<file path="config.mk">
export PLATFORM = sky130hd
export DESIGN_NAME = johnson_monitor
export DESIGN_NICKNAME = d
export VERILOG_FILES = /design/src/rtl/johnson_monitor.sv
export SDC_FILE = /design/constraint.sdc
export NUM_CORES = 1
export LEC_CHECK = 0
export ABC_AREA = 1
export BUFFER_PORTS_ARGS = -buffer_cell sky130_fd_sc_hd__buf_2
export CAP_MARGIN = 20
export CORE_MARGIN = 4
export CORE_UTILIZATION = 48
export DETAILED_ROUTE_END_ITERATION = 12
export HOLD_SLACK_MARGIN = 0.08
export PLACE_DENSITY = 0.86
export SETUP_SLACK_MARGIN = 0.02
export SLEW_MARGIN = 20
export SYNTH_ARGS = -nofsm -noshare
export SYNTH_HDL_FRONTEND = slang
export SYNTH_SLANG_ARGS = --single-unit
</file>
<file path="constraint.sdc">
create_clock -name clock -period 1.53 [get_ports clock]
set_input_delay 0.459 -clock clock [delete_from_list [all_inputs] [get_ports clock]]
set_output_delay 0.459 -clock clock [all_outputs]
set_load 0.1 [all_outputs]
</file>
<file path="src/rtl/johnson_monitor.sv">
// ---------------------------------------------------------------------------
// johnson_monitor
//
// Watches a 3-bit Johnson code from an upstream shift stage, decodes it into
// a phase index 0..5, flags illegal codes and illegal jumps, and runs a small
// lock FSM. While locked, it counts completed Johnson cycles (5->0 advances).
//
// Ports
//   clock        : single clock, rising edge
//   clear_n      : asynchronous active-low reset
//   state_in     : 3-bit Johnson code
//   enable       : qualifies sampling of state_in; 0 holds all state
//   err_clr      : request to leave FAULT (only acted on during a sample)
//   phase        : registered decoded phase 0..5
//   phase_valid  : 1 when the last sample was a legal code
//   illegal_err  : one-cycle pulse, last sample was an illegal code
//   step_err     : one-cycle pulse, last sample was legal but not hold/advance
//   locked       : FSM is in LOCKED
//   fault        : FSM is in FAULT
//   cycle_count  : completed Johnson cycles while locked (wraps)
//   dbg_state    : FSM state (0 UNLOCK, 1 ACQUIRE, 2 LOCKED, 3 FAULT)
//   dbg_good_cnt : consecutive-advance counter used for acquisition
//
// Handshake: none. A "sample" is any rising clock edge with enable=1; every
// output is registered and reflects the most recent sample one edge later.
// ---------------------------------------------------------------------------
module johnson_monitor #(
  parameter int LOCK_STEPS = 4,
  parameter int CNT_W      = 8
) (
  input  logic             clock,
  input  logic             clear_n,
  input  logic [2:0]       state_in,
  input  logic             enable,
  input  logic             err_clr,
  output logic [2:0]       phase,
  output logic             phase_valid,
  output logic             illegal_err,
  output logic             step_err,
  output logic             locked,
  output logic             fault,
  output logic [CNT_W-1:0] cycle_count,
  output logic [1:0]       dbg_state,
  output logic [3:0]       dbg_good_cnt
);

  typedef enum logic [1:0] {
    ST_UNLOCK  = 2'd0,
    ST_ACQUIRE = 2'd1,
    ST_LOCKED  = 2'd2,
    ST_FAULT   = 2'd3
  } state_t;

  localparam logic [3:0]       LP_LOCK    = LOCK_STEPS[3:0];
  localparam logic [CNT_W-1:0] LP_CNT_ONE = {{(CNT_W-1){1'b0}}, 1'b1};

  state_t           r_state;
  state_t           w_state_next;
  logic [2:0]       r_phase;
  logic             r_phase_valid;
  logic             r_illegal_err;
  logic             r_step_err;
  logic [3:0]       r_good_cnt;
  logic [CNT_W-1:0] r_cycle_count;
  // Previous-sample record: r_phase holds the last legal phase, this bit says
  // whether it may be used as the reference for the step check.
  logic             r_prev_valid;

  logic             w_sample;
  logic             w_legal;
  logic [2:0]       w_dec;
  logic [2:0]       w_phase_adv;
  logic             w_hold;
  logic             w_adv;
  logic             w_step;
  logic             w_illegal;
  logic             w_err;
  logic             w_count_adv;
  logic             w_wrap;
  logic [3:0]       w_good_inc;
  logic [3:0]       w_good_next;
  logic             w_clear_prev;
  logic             w_cc_clear;
  logic             w_cc_inc;

  // Johnson decode
  always_comb begin
    w_legal = 1'b1;
    w_dec   = 3'd0;
    case (state_in)
      3'b000:  w_dec = 3'd0;
      3'b001:  w_dec = 3'd1;
      3'b011:  w_dec = 3'd2;
      3'b111:  w_dec = 3'd3;
      3'b110:  w_dec = 3'd4;
      3'b100:  w_dec = 3'd5;
      default: w_legal = 1'b0;
    endcase
  end

  assign w_sample    = enable;
  assign w_phase_adv = (r_phase == 3'd5) ? 3'd0 : r_phase + 3'd1;
  assign w_hold      = (w_dec == r_phase);
  assign w_adv       = (w_dec == w_phase_adv);
  assign w_illegal   = w_sample & ~w_legal;
  // Step check only against a valid reference; a seed sample never errors.
  assign w_step      = w_sample & w_legal & r_prev_valid & ~w_hold & ~w_adv;
  assign w_err       = w_illegal | w_step;
  assign w_count_adv = w_sample & w_legal & r_prev_valid & w_adv;
  assign w_wrap      = w_count_adv & (r_phase == 3'd5);
  assign w_good_inc  = r_good_cnt + 4'd1;

  // Next-state logic
  always_comb begin
    w_state_next = r_state;
    w_good_next  = r_good_cnt;
    w_clear_prev = 1'b0;
    w_cc_clear   = 1'b0;
    w_cc_inc     = 1'b0;
    case (r_state)
      ST_UNLOCK: begin
        if (w_sample && w_legal) begin
          w_state_next = ST_ACQUIRE;
          w_good_next  = 4'd0;
          w_cc_clear   = 1'b1;
        end
      end
      ST_ACQUIRE: begin
        if (w_err) begin
          w_state_next = ST_UNLOCK;
          w_clear_prev = 1'b1;
        end else if (w_count_adv) begin
          w_good_next = w_good_inc;
          if (w_good_inc == LP_LOCK) w_state_next = ST_LOCKED;
        end
      end
      ST_LOCKED: begin
        if (w_err)       w_state_next = ST_FAULT;
        else if (w_wrap) w_cc_inc     = 1'b1;
      end
      ST_FAULT: begin
        // err_clr wins over a coincident error; the error still pulses.
        if (w_sample && err_clr) begin
          w_state_next = ST_UNLOCK;
          w_clear_prev = 1'b1;
        end
      end
      default: w_state_next = ST_UNLOCK;
    endcase
  end

  always_ff @(posedge clock or negedge clear_n) begin
    if (!clear_n) begin
      r_state       <= ST_UNLOCK;
      r_phase       <= 3'd0;
      r_phase_valid <= 1'b0;
      r_illegal_err <= 1'b0;
      r_step_err    <= 1'b0;
      r_good_cnt    <= 4'd0;
      r_cycle_count <= '0;
      r_prev_valid  <= 1'b0;
    end else begin
      r_state       <= w_state_next;
      r_good_cnt    <= w_good_next;
      r_illegal_err <= w_illegal;
      r_step_err    <= w_step;
      if (w_sample) begin
        r_phase_valid <= w_legal;
        if (w_legal) r_phase <= w_dec;
        r_prev_valid  <= w_legal & ~w_clear_prev;
      end
      if (w_cc_clear)    r_cycle_count <= '0;
      else if (w_cc_inc) r_cycle_count <= r_cycle_count + LP_CNT_ONE;
    end
  end

  assign phase        = r_phase;
  assign phase_valid  = r_phase_valid;
  assign illegal_err  = r_illegal_err;
  assign step_err     = r_step_err;
  assign locked       = (r_state == ST_LOCKED);
  assign fault        = (r_state == ST_FAULT);
  assign cycle_count  = r_cycle_count;
  assign dbg_state    = r_state;
  assign dbg_good_cnt = r_good_cnt;

endmodule

</file>
# Word-level counts from Yosys, hierarchy flattened
# Cells that the tools add are included.
[classes] n_addsub=3 n_eq_ne=19 muxes=24 bitwise_logic=13 n_reduce_logical=10
[op_table] operator="2-to-1 mux 8 bit" count=2
[op_table] operator="one-hot mux 3 bit (5 select lines)" count=1
[op_table] operator="== test 3 bit, second input constant" count=4
[op_table] operator="2-to-1 mux 2 bit" count=6
[op_table] operator="2-to-1 mux 4 bit" count=3
[op_table] operator="adder 8 x 1 -> 8 bit, second input constant" count=1
[op_table] operator="AND 1 bit" count=8
[op_table] operator="2-to-1 mux 1 bit" count=8
[op_table] operator="one-hot mux 2 bit (4 select lines)" count=1
[op_table] operator="one-hot mux 4 bit (2 select lines)" count=1
[op_table] operator="== test 3 bit" count=2
[op_table] operator="inequality test 2 bit, second input constant" count=3
[op_table] operator="inequality test 3 bit, second input constant" count=2
[op_table] operator="OR reduction 6 bit" count=1
[op_table] operator="AND reduction 5 bit" count=1
[op_table] operator="adder 4 x 1 -> 4 bit, second input constant" count=1
[op_table] operator="== test 2 bit, second input constant" count=2
[op_table] operator="== test 4 x 3 -> 1 bit, second input constant" count=1
[op_table] operator="inequality test 2 x 1 -> 1 bit, second input constant" count=2
[op_table] operator="inverter 1 bit" count=4
[op_table] operator="AND reduction 4 bit" count=1
[op_table] operator="nonzero test 2 bit" count=2
[op_table] operator="adder 3 x 1 -> 3 bit, second input constant" count=1
[op_table] operator="== test 3 x 1 -> 1 bit, second input constant" count=1
[op_table] operator="9 further kinds" count=10
[word_totals] reg_bits=21 in_bits=7 out_inout_bits=22 word_cells=77

# Longest topological paths before layout
# Gate-level depths: netlist of the first run.
[logic_depth] depth_word=12 mapped_depth=14 ltp_nobuf=14

# Least setup slack after synthesis of the first run
# OpenSTA, ideal clock, no wires.
[synth_timing] path_type="register to output" start="register (tool-made name)" end="output port locked" arrival_time_ns=2.324 t_required_ns=1.071 path_slack_ns=-1.253 path_stages_with_launch=4 path_buffers=1 cell_sequence="dfrtp_1 inv_1 nor2_1 clkbuf_1"
[synth_lines] element="to (decl)" line_no="40" source="output logic locked,"

# Final worst setup path of the first run
[layout_timing] start="register r_phase[0] (netlist: phase[0])" end="register r_cycle_count[1] (netlist: cycle_count[1])"
[layout_via] elab_chain_len=9 elab_cells_between_ends=16
[layout_rtl] element="from (decl)" line_no="59" source="logic [2:0] r_phase;"
[layout_rtl] element="from (signal assigned)" line_no="169" source="if (w_legal) r_phase <= w_dec;"
[layout_rtl] element="adder 3 x 1 -> 3 bit or == test 3 bit (tied branches)" line_no="102, 110"
[layout_rtl] element="2-to-1 mux 3 bit" line_no="102" source="assign w_phase_adv = (r_phase == 3'd5) ? 3'd0 : r_phase + 3'd1;"
[layout_rtl] element="== test 3 bit" line_no="104" source="assign w_adv = (w_dec == w_phase_adv);"
[layout_rtl] element="AND 1 bit or inverter 1 bit (tied branches)" line_no="109, 107"
[layout_rtl] element="AND 1 bit, on equally long branches" line_no="110, 107"
[layout_rtl] element="2-to-1 mux 1 bit or bitwise OR 1 bit (tied branches)" line_no="139, 108"
[layout_rtl] element="2-to-1 mux 1 bit *" line_no="138" source="if (w_err) w_state_next = ST_FAULT;"
[layout_rtl] element="2-to-1 mux 1 bit *" line_no="120" source="case (r_state)"
[layout_rtl] element="nonzero test 2 bit (no source line) *"
[layout_rtl] element="to (signal assigned)" line_no="173" source="else if (w_cc_inc) r_cycle_count <= r_cycle_count + LP_CNT_ONE;"
[layout_rtl] element="to (decl)" line_no="64" source="logic [CNT_W-1:0] r_cycle_count;"
# Every way passes the cells marked *; elsewhere a longest branch is shown, timed or not.
# A chain may end at the register's enable or synchronous reset.

==> results of run 1 <==
## flip-flops by register name, indices dropped and copies added, names as in the netlist, named ones only
name and flops:
phase_valid 1, r_prev_valid 1, dbg_state 1, step_err 1, cycle_count 8, dbg_good_cnt 4, illegal_err 1, phase 3
## timing repair
action | CTS | global route
pin swaps | 8 | 15
setup endpoints to repair | 26 | 29
hold buffers | 0 | 0
gates resized for setup | 22 | 42
setup buffers | 7 | 9
## path summary, 6_finish.rpt
check / from / to / slack, ns
max: phase[0] / cycle_count[1] / -0.48
min: clear_n / cycle_count[3] / 0.07
max reg2reg: phase[0] / cycle_count[1] / -0.48
min reg2reg: phase_valid / phase_valid / 0.66
max in group asynchronous: clear_n / asynchronous set/reset pin / 1.09
min in group clock: err_clr / r_prev_valid / 0.48
## metrics by stage
| step | hold slack [ns] | setup slack, ns | total power [mW] | std cells |
|---|---|---|---|---|
| 2_1_floorplan | 0.163 | -0.348 | 1.70 | 167 |
| 6_report | 0.0715 | -0.482 | 3.35 | 272 |
| 5_1_grt | 0.0895 | -0.514 | 3.42 | 271 |
| 4_1_cts | 0.0940 | -0.173 | 2.75 | 262 |
| 3_5_place_dp | 0.440 | -0.459 | 2.32 | 251 |
| 3_3_place_gp | 0.433 | -0.409 | 2.27 | 251 |
## cells in the final DEF (no fill, tap or decap), types with 2 or more instances in the layout
| cell | count |
|---|---|
| dfrtp_2 | 8 |
| xor2_1 | 5 |
| dfrtp_1 | 6 |
| nor2_4 | 5 |
| ha_1 | 2 |
| nand2_1 | 35 |
| nor3_1 | 2 |
| o21ai_0 | 4 |
| inv_1 | 12 |
| buf_6 | 12 |
| buf_12 | 20 |
| nor2_1 | 7 |
| nand3_4 | 3 |
| inv_4 | 3 |
| a22o_1 | 3 |
| nand3_1 | 9 |
| inv_2 | 2 |
| buf_4 | 34 |
| nand2_4 | 5 |
| buf_2 | 6 |
| clkbuf_4 | 3 |
| dfrtp_4 | 7 |
| nand4_1 | 11 |
| xnor2_1 | 3 |
| nand3_2 | 11 |
| nand2_2 | 12 |
## cell families after synthesis
| group | count (synthesis) | synth area share, % |
|---|---|---|
| simple gates | 102 | 37.8 |
| flops | 21 | 40.9 |
| buf+inv | 20 | 6.13 |
| compound gates | 13 | 6.81 |
| xor+xnor | 8 | 5.45 |
| fa+ha+maj | 3 | 2.92 |
## cell type report
type / instances / area (µm²)
sequential: 21 / 562
clock buffer: 4 / 26.3
inverter: 18 / 78.8
antenna: 1 / 2.50
fill: 61 / 115
tap: 30 / 37.5
timing repair buffer: 72 / 821
multi-input combinational: 126 / 880
## critical path: cells and delay by family, from the launching register on
kind | cells | cell delay, ns
buf+inv | 2 | 0.30
flops | 1 | 0.57
simple gates | 8 | 1.08
## routing by layer
layer / vias to the layer above / share of wire (%)
met5: - / 0
met4: 0 / 8.3
met3: 84 / 12
met2: 225 / 46
met1: 839 / 34
li1: 709 / -
## where the power goes
part	total (mW)	internal (mW)	switching [mW]
logic	2.29	0.852	1.43
registers	0.765	0.643	0.122
clock network	0.300	0.102	0.198
==> summary.txt, run 1 <==
CTS
  • H-tree depth: 1
  • Worst-path clk slew: 0.13 ns
  • CTS Buffer Depth: 2
  • Total CTS buffers: 3
  • Clk sinks: 21
  • CTS tree: yes
  • Clock Tree Root: clkbuf_4
  • Clock Latency Late Sink: 0.32 ns

Logic synthesis
  • Synthesis-stage register bit count: 21
  • Post-Syn Nets: 177
  • Top post-synthesis cells by count: nand2_1, nand3_1, dfrtp_1
  • Async set-reset flop share out of synthesis: 100%
  • Post-Synthesis Cells: 167
  • Post-synth top area share: 40.9%
  • Yosys Warn Count: 0
  • Post-synth top flop: dfrtp_1
  • Post-synth EDFFs: 0
  • Synthesized cell area: 0.00129 mm²
  • Ranking of synthesized cells by area: dfrtp_1, nand2_1, nand3_1
  • Top-count cell post-synth: nand2_1
  • Synth unique cells: 23
  • Post-synth top area cell: dfrtp_1
  • Syn_area_per_cell: 7.70 µm²
  • Post-synthesis sequential area ratio: 40.9%

Pwr
  • Power density over cell area: 1390 mW/mm²
  • Leakage: 1.18 nW
  • Peak VDD IR: 0.00168 V

Global routing
  • Met3 usage: 6.26%
  • Pin count of the biggest net entering global routing: 22
  • Initial antenna violation count: 0
  • GR Overflow Total: 0
  • M2 GR Usage: 54.2%
  • Gr usage total: 31.5%
  • GR Layer Usage met1: 37.9%
  • Vias in the first global route: 1581
  • Most Used Layer, Global Route: met2
  • Global-route wire length before repair: 8250 µm

STA
  • Final setup violation count: 25
  • Fin. max-slew vios: 0
  • Final hold vios: 0
  • Crit share post-route: 132%
  • Worst-Margin Slew: 0.490 ns
  • Worst slew margin: 67.3%
  • RSZ-0062 raised after global routing: yes
  • Fmax: 0.497 GHz
  • Setup tns final: -7.11 ns
  • Max Clock Skew: 0.00512 ns
  • Minimum clock period: 2.01 ns
  • Final worst slack: -0.482 ns

Detailed routing
  • DR vias: 1857
  • Vias per cell: 6.83
  • Initial DRC Count: 231
  • Routed Antenna Nets: 0
  • Residual DRC: 0
  • Final WL: 7020 µm
  • WL/cell: 25.8 µm
  • DRT Pass-1 Iters: 7

Final layout
  • Area Overhead vs Synth: 87.2%
  • Share of cells above drive strength 1: 57.3%
  • Post-layout util: 95.4%
  • Cell area after layout: 0.00241 mm²
  • Nets: 252

Placement
  • Dpl hpwl: 2960 µm
  • GP Congestion: 0.879
  • Port Buffer Count: 28
  • DP Area: 0.00203 mm²

Status
  • Violated checks: negative setup slack
  • Outcome: finished with violations

Floorplan
  • I/O pins: 29
  • Starting density of the core: 51.0%
  • Die area: 0.00357 mm²
  • Die Width: 59.8 µm
  • Site Rows: 18
  • CORE AREA: 0.00252 mm²
  • Die H: 59.8 µm

Critical path
  • CP endpoint kind: register
  • CP max FO: 6
  • WP data required: 1.80 ns
  • Worst path slowest cell: dfrtp_4
  • Setup crit start kind: register
  • Crit-path max cell delay: 0.57 ns
  • Critical path class: reg -> reg
  • FF-to-FF path depth: 10
  • Arr. time, crit path: 2.28 ns
  • Crit-path cells: inv_2 -> nand2_1 -> nand4_1 -> nand2_2 -> nor2_4 -> nand3_4 -> nor3_4 -> buf_4 -> nand4_1 -> nand2_1

Hold path
  • Hold Crit Class: in -> async

Flow run
  • Max_cap viols: 0
No activity file was read; power rests on OpenSTA's default activity.
==> inputs of run 2 (changes only) <==
--- a/config.mk
+++ b/config.mk
@@ -18,3 +18,4 @@
 export SYNTH_ARGS = -nofsm -noshare
 export SYNTH_HDL_FRONTEND = slang
 export SYNTH_SLANG_ARGS = --single-unit
+export TNS_END_PERCENT = 30
==> run 2 against run 1 <==
The run still ends with negative setup slack left. Flip-flop and latch count is the same. Clock power grew 2%. Largest power group unchanged. Count of clock-buffer cells in the layout shrank 1. Critical path depth is the same. Largest cell class unchanged. Die area is the same. Worst hold slack lost 0.015 ns. Final area shrank 7.9%. Wire length shrank 30%. Setup slack gained 0.16 ns. Non-clock buffer count shrank 8. Clock skew is essentially flat.
==> summary.txt, run 2 (synthesis results as in run 1) <==
Status
  • Outcome: finished with violations
  • Violated checks: negative setup slack

Pwr
  • Power density over cell area: 1300 mW/mm²
  • Leakage: 1.13 nW
  • Peak VDD IR: 0.00213 V

Critical path
  • Worst path slowest cell: dfrtp_4
  • Crit-path most repeated cell: nand3_2
  • Setup crit start kind: register
  • Critical path class: reg -> reg
  • Crit-path max cell delay: 0.54 ns
  • CP max FO: 4
  • Arr. time, crit path: 2.14 ns
  • Worst path top cell family by delay: simple AND/OR/NAND/NOR gates
  • WP data required: 1.81 ns
  • Crit-path cells: inv_4 -> nand3_2 -> nand3_2 -> nand2_2 -> nor2_4 -> nand3_2 -> nor3_4 -> buf_6 -> nand4_1 -> nand2_1
  • Crit path buffers/inverters: 2
  • CP endpoint kind: register

Global routing
  • Gr usage total: 26.4%
  • GR Overflow Total: 0
  • Initial antenna violation count: 0
  • Pin count of the biggest net entering global routing: 22
  • Global-route wire length before repair: 6930 µm
  • Vias in the first global route: 1484

Detailed routing
  • Residual DRC: 0
  • DR top layer: met4
  • Final WL: 4920 µm
  • Vias per cell: 6.04
  • Met2 WL: 2440 µm
  • Routed Antenna Nets: 0
  • WL/cell: 18.7 µm
  • Initial DRC Count: 81
  • Wl on met1: 1860 µm
  • Detailed-routed wire length on met3: 325 µm
  • DRT Pass-1 Iters: 4
  • DR vias: 1588

Floorplan
  • CORE AREA: 0.00252 mm²
  • Site Rows: 18
  • Die area: 0.00357 mm²
  • Starting density of the core: 51.0%
  • Die H: 59.8 µm
  • I/O pins: 29
  • Die Width: 59.8 µm

Hold path
  • Hold Crit Class: in -> async

CTS
  • CTS Hold Bufs: 0
  • Clock Latency Late Sink: 0.33 ns
  • CTS tree: yes
  • Clk sinks: 21
  • CTS Buffer Depth: 2
  • Clock Tree Root: clkbuf_4
  • Total CTS buffers: 3
  • H-tree depth: 1
  • Worst-path clk slew: 0.14 ns

Final layout
  • Cell area after layout: 0.00222 mm²
  • Area Overhead vs Synth: 72.4%
  • Largest register FFs: 8
  • Ant. Diodes: 0
  • Nets: 244
  • Most common cell after layout, fill and taps aside: nand2_1
  • Share of cells above drive strength 1: 48.9%
  • Most frequent cells in the layout: nand2_1, buf_4, buf_12
  • # fillers: 110

STA
  • Worst-Margin Slew: 0.482 ns
  • Fin. max-slew vios: 0
  • Worst slew margin: 67.9%
  • Final hold vios: 0
  • Setup tns final: -5.03 ns
  • Final worst slack: -0.322 ns
  • Final setup violation count: 24
  • Fmax: 0.540 GHz
  • Crit share post-route: 121%
  • Minimum clock period: 1.85 ns
  • Max Clock Skew: 0.00482 ns
  • RSZ-0062 raised after global routing: yes

Placement
  • Port Buffer Count: 28
  • DP Area: 0.00198 mm²
  • Dpl hpwl: 2580 µm
  • GP Congestion: 0.815

Flow run
  • Max_cap viols: 0
-- run 2: changes by cell type in the layout (fill, tap and decap cells not counted), sizes merged --
cell and delta:
buf -8, clkbuf -1, clkinv +1, diode -1
-- run 2: timing repair --
action | 4_1_cts | 5_1_grt
setup buffers | 8 | 2
pin swaps | 13 | 9
resized for setup | 21 | 23
setup endpoints to repair | 25 | 29
-- run 2: routing by layer --
layer / track usage, % / vias to the layer above
li1: - / 692
met1: 30.8 / 760
met2: 44.8 / 103
met3: 5.40 / 33
met4: 14.9 / 0
met5: 0 / -
-- run 2: worst paths after layout --
check	start	cells past startpoint	slack, ns	end
max in group asynchronous	clear_n	1	1.11	phase[1]
worst max-delay path	phase[2]	10	-0.32	cycle_count[4]
worst min-delay path	clear_n	1	0.06	cycle_count[6]
worst min register to register	phase_valid	2	0.59	phase_valid
min in group clock	err_clr	4	0.41	r_prev_valid
worst max register to register	phase[2]	10	-0.32	cycle_count[4]
-- run 2: report_power, final --
part           leakage [nW]  switching (mW)  total [mW]  internal, mW
Combinational         0.854            1.18        1.86         0.680
Sequential            0.262          0.0944       0.722         0.628
Clock                0.0177           0.209       0.307        0.0985
-- run 2: final cells by class --
cell class | count | area, µm² | area share [%]
clock inverters | 1 | 5.00 | 0.226
inverters | 18 | 76.3 | 3.44
repair buffers | 64 | 746 | 33.6
multi-input cells | 126 | 782 | 35.3
well taps | 30 | 37.5 | 1.69
clock buffers | 3 | 22.5 | 1.02
flip-flops and latches | 21 | 548 | 24.7
-- run 2: per-stage QoR --
| stage | util, % | hold WS, ns | total power [mW] | setup slack, ns | instances |
|---|---|---|---|---|---|
| after global placement | 78.4 | 0.433 | 2.20 | -0.334 | 249 |
| after floorplan | - | 0.163 | 1.65 | -0.348 | 167 |
| final | 87.9 | 0.0565 | 2.89 | -0.322 | 263 |
| after global routing | 87.9 | 0.0924 | 2.99 | -0.430 | 263 |
| after detailed placement | 78.4 | 0.441 | 2.24 | -0.436 | 249 |
| after CTS | 84.4 | 0.0849 | 2.69 | -0.181 | 261 |
==> inputs of run 3 (changes only) <==
--- a/config.mk
+++ b/config.mk
@@ -5,12 +5,14 @@
 export SDC_FILE = /design/constraint.sdc
 export NUM_CORES = 1
 export LEC_CHECK = 0
-export ABC_AREA = 1
 export BUFFER_PORTS_ARGS = -buffer_cell sky130_fd_sc_hd__buf_2
 export CAP_MARGIN = 20
+export CELL_PAD_IN_SITES_DETAIL_PLACEMENT = 0
+export CELL_PAD_IN_SITES_GLOBAL_PLACEMENT = 1
 export CORE_MARGIN = 4
-export CORE_UTILIZATION = 48
+export CORE_UTILIZATION = 36
 export DETAILED_ROUTE_END_ITERATION = 12
+export GPL_ROUTABILITY_DRIVEN = 0
 export HOLD_SLACK_MARGIN = 0.08
 export PLACE_DENSITY = 0.86
 export SETUP_SLACK_MARGIN = 0.02
==> run 3 against run 2 <==
The run still ends with negative setup slack left. Largest cell class unchanged. Sequential share of layout area shrank 1.4 points. Synthesized cell count fell by 9.0%. Worst hold slack better by 0.085 ns. Global-route usage down 9.8 points. Flip-flop and latch count unchanged. Clock skew decreased by 0.0021 ns. Critical path depth is 3 lower.
==> summary.txt, run 3 <==
Pwr
  • Peak VDD IR: 0.000548 V
  • Power Total: 2.19 mW
  • Power density over cell area: 936 mW/mm²
  • Leakage: 1.11 nW

Global routing
  • GR Overflow Total: 0
  • Global-route wire length before repair: 6600 µm
  • Gr usage total: 16.6%
  • Pin count of the biggest net entering global routing: 22
  • Initial antenna violation count: 0
  • Vias in the first global route: 1448

CTS
  • Clk sinks: 21
  • CTS Buffer Depth: 2
  • Worst-path clk slew: 0.08 ns
  • CTS Hold Bufs: 0
  • Total CTS buffers: 3
  • Clock Latency Late Sink: 0.27 ns
  • H-tree depth: 1
  • Clock Tree Root: clkbuf_8
  • CTS tree: yes

Placement
  • Dpl hpwl: 3000 µm
  • Port Buffer Count: 28
  • Dpl ws: -0.860 ns
  • DP Cell Count: 261

Floorplan
  • Site Rows: 21
  • Die Width: 69.0 µm
  • Die H: 69.0 µm
  • Die area: 0.00477 mm²
  • CORE AREA: 0.00347 mm²
  • Starting density of the core: 38.7%
  • I/O pins: 29

Logic synthesis
  • Synth Area in Compound Gates: 16.9%
  • Async set-reset flop share out of synthesis: 100%
  • Synth Area in Simple Gates: 27.5%
  • Post-Syn Nets: 162
  • Post-synthesis sequential area ratio: 39.2%
  • Synthesis-stage register bit count: 21
  • Post-synth top area cell: dfrtp_1
  • Yosys Warn Count: 0
  • Post-Synthesis Cells: 152
  • Syn_area_per_cell: 8.82 µm²
  • Mux share of post-synthesis cell area: 3.92%
  • Combinational family with the most area after synthesis: simple AND/OR/NAND/NOR gates
  • Synth unique cells: 45
  • Adder-cell share of the synthesized area: 2.80%
  • Post-synth EDFFs: 0
  • Xor/xnor share of the synthesized area: 4.57%
  • Synthesized cell area: 0.00134 mm²
  • Top-count cell post-synth: dfrtp_1
  • Post-synth top area share: 39.2%
  • Post-synth top flop: dfrtp_1
  • Ranking of synthesized cells by area: dfrtp_1, nor2_1, nand2_1
  • Top post-synthesis cells by count: dfrtp_1, nor2_1, nand2_1

Critical path
  • Arr. time, crit path: 2.50 ns
  • Worst path slowest cell: dfrtp_4
  • FF-to-FF path depth: 7
  • CP max FO: 3
  • Critical path class: reg -> reg
  • Crit-path max cell delay: 0.48 ns
  • R2r setup slk: -0.82 ns
  • WP data required: 1.68 ns
  • Reg-to-Reg Start: phase[2]
  • Crit-path cells: or3b_1 -> o211a_1 -> a221o_1 -> buf_6 -> nor4_4 -> nand3_1 -> mux2_4
  • Setup crit start kind: register
  • Worst path top cell family by delay: simple AND/OR/NAND/NOR gates
  • CP endpoint kind: register
  • Reg2reg end: cycle_count[5]
  • Crit path buffers/inverters: 1
  • CP Depth: 7

STA
  • Fin Hold WS: 0.142 ns
  • Worst-Margin Slew: 0.483 ns
  • Final setup violation count: 20
  • Minimum clock period: 2.35 ns
  • Worst slew margin: 67.8%
  • RSZ-0062 raised after global routing: yes
  • Fmax: 0.426 GHz
  • Crit share post-route: 153%
  • Max Clock Skew: 0.00268 ns
  • Fin. max-slew vios: 0
  • Final hold vios: 0
  • Final worst slack: -0.816 ns

Final layout
  • Share of cells above drive strength 1: 46.8%
  • Nets: 231
  • Post-layout util: 67.4%
  • Most common cell after layout, fill and taps aside: buf_4
  • Most frequent cells in the layout: buf_4, buf_12, dfrtp_1
  • Area Overhead vs Synth: 74.2%
  • Ant. Diodes: 0
  • Largest register FFs: 8
  • # fillers: 265
  • Non-filler instance count after layout: 266

Detailed routing
  • Wl on met1: 1710 µm
  • Initial DRC Count: 105
  • WL/cell: 15.0 µm
  • Detailed-routed wire length on met3: 147 µm
  • Residual DRC: 0
  • Final WL: 3990 µm
  • DR top layer: met4
  • Routed Antenna Nets: 0
  • Vias per cell: 5.33
  • DRT Pass-1 Iters: 4
  • Met2 WL: 2050 µm
  • DR vias: 1417

Hold path
  • Hold Crit Class: in -> async

Status
  • Violated checks: negative setup slack
  • Outcome: finished with violations

Flow run
  • Max_cap viols: 0
[run 3: cell count changes after synthesis, sizes merged, moves of 6 or more]
| cell | before | now |
|---|---|---|
| nand2 | 52 | 12 |
| nand4 | 11 | 2 |
| nand3b | 0 | 6 |
| nand3 | 23 | 6 |
| clkbuf | 1 | 7 |
| inv | 18 | 10 |
[run 3: report_power, final]
group | internal, mW | total, mW | leakage (nW) | switching, mW
Clock | 0.182 | 0.375 | 0.0255 | 0.193
Combinational | 0.456 | 1.15 | 0.814 | 0.698
Sequential | 0.619 | 0.657 | 0.270 | 0.0379
Total | 1.26 | 2.19 | 1.11 | 0.929
[run 3: layout make-up]
type | instances | area, µm² | area share, %
multi-input cells | 113 | 850 | 36.4
inverters | 10 | 37.5 | 1.61
clock buffers | 3 | 41.3 | 1.77
clock inverters | 1 | 5.00 | 0.214
repair buffers | 72 | 801 | 34.3
well taps | 46 | 57.6 | 2.46
flip-flops and latches | 21 | 544 | 23.3
[run 3: metal layers]
metal | track usage [%] | vias up
li1 | - | 681
met1 | 20.4 | 695
met2 | 28.2 | 34
met3 | 3.63 | 7
met4 | 6.29 | 0
met5 | 0 | -
[run 3: stage by stage]
step / instance area, µm² / TNS [ns]
after floorplan: 1390 / -12.59
after global placement: 2180 / -11.30
after detailed placement: 2180 / -12.00
after CTS: 2290 / -10.84
after global routing: 2340 / -12.55
final: 2340 / -11.15
[run 3: how the worst max path moves through the flow]
stage                startpoint         endpoint
floorplan              phase[2]  dbg_good_cnt[2]
global placement    state_in[0]  dbg_good_cnt[2]
detailed placement  state_in[0]  dbg_good_cnt[3]
CTS                    phase[2]   cycle_count[5]
global route           phase[2]   cycle_count[5]
finish                 phase[2]   cycle_count[5]
[run 3: repair_timing]
action                                  4_1_cts  5_1_grt
gates resized for setup                      16        9
pin swaps                                     2        5
endpoints found under the setup margin       23       24
setup buffers                                 1        2
[run 3: logic make-up after synthesis]
logic type	count (synthesis)
adders and majority gates	3
xor gates and xnor gates	7
muxes	5
and+or+nand+nor	65
buffers and inverters	18
DFF	21
AOI/OAI and AO/OA	33
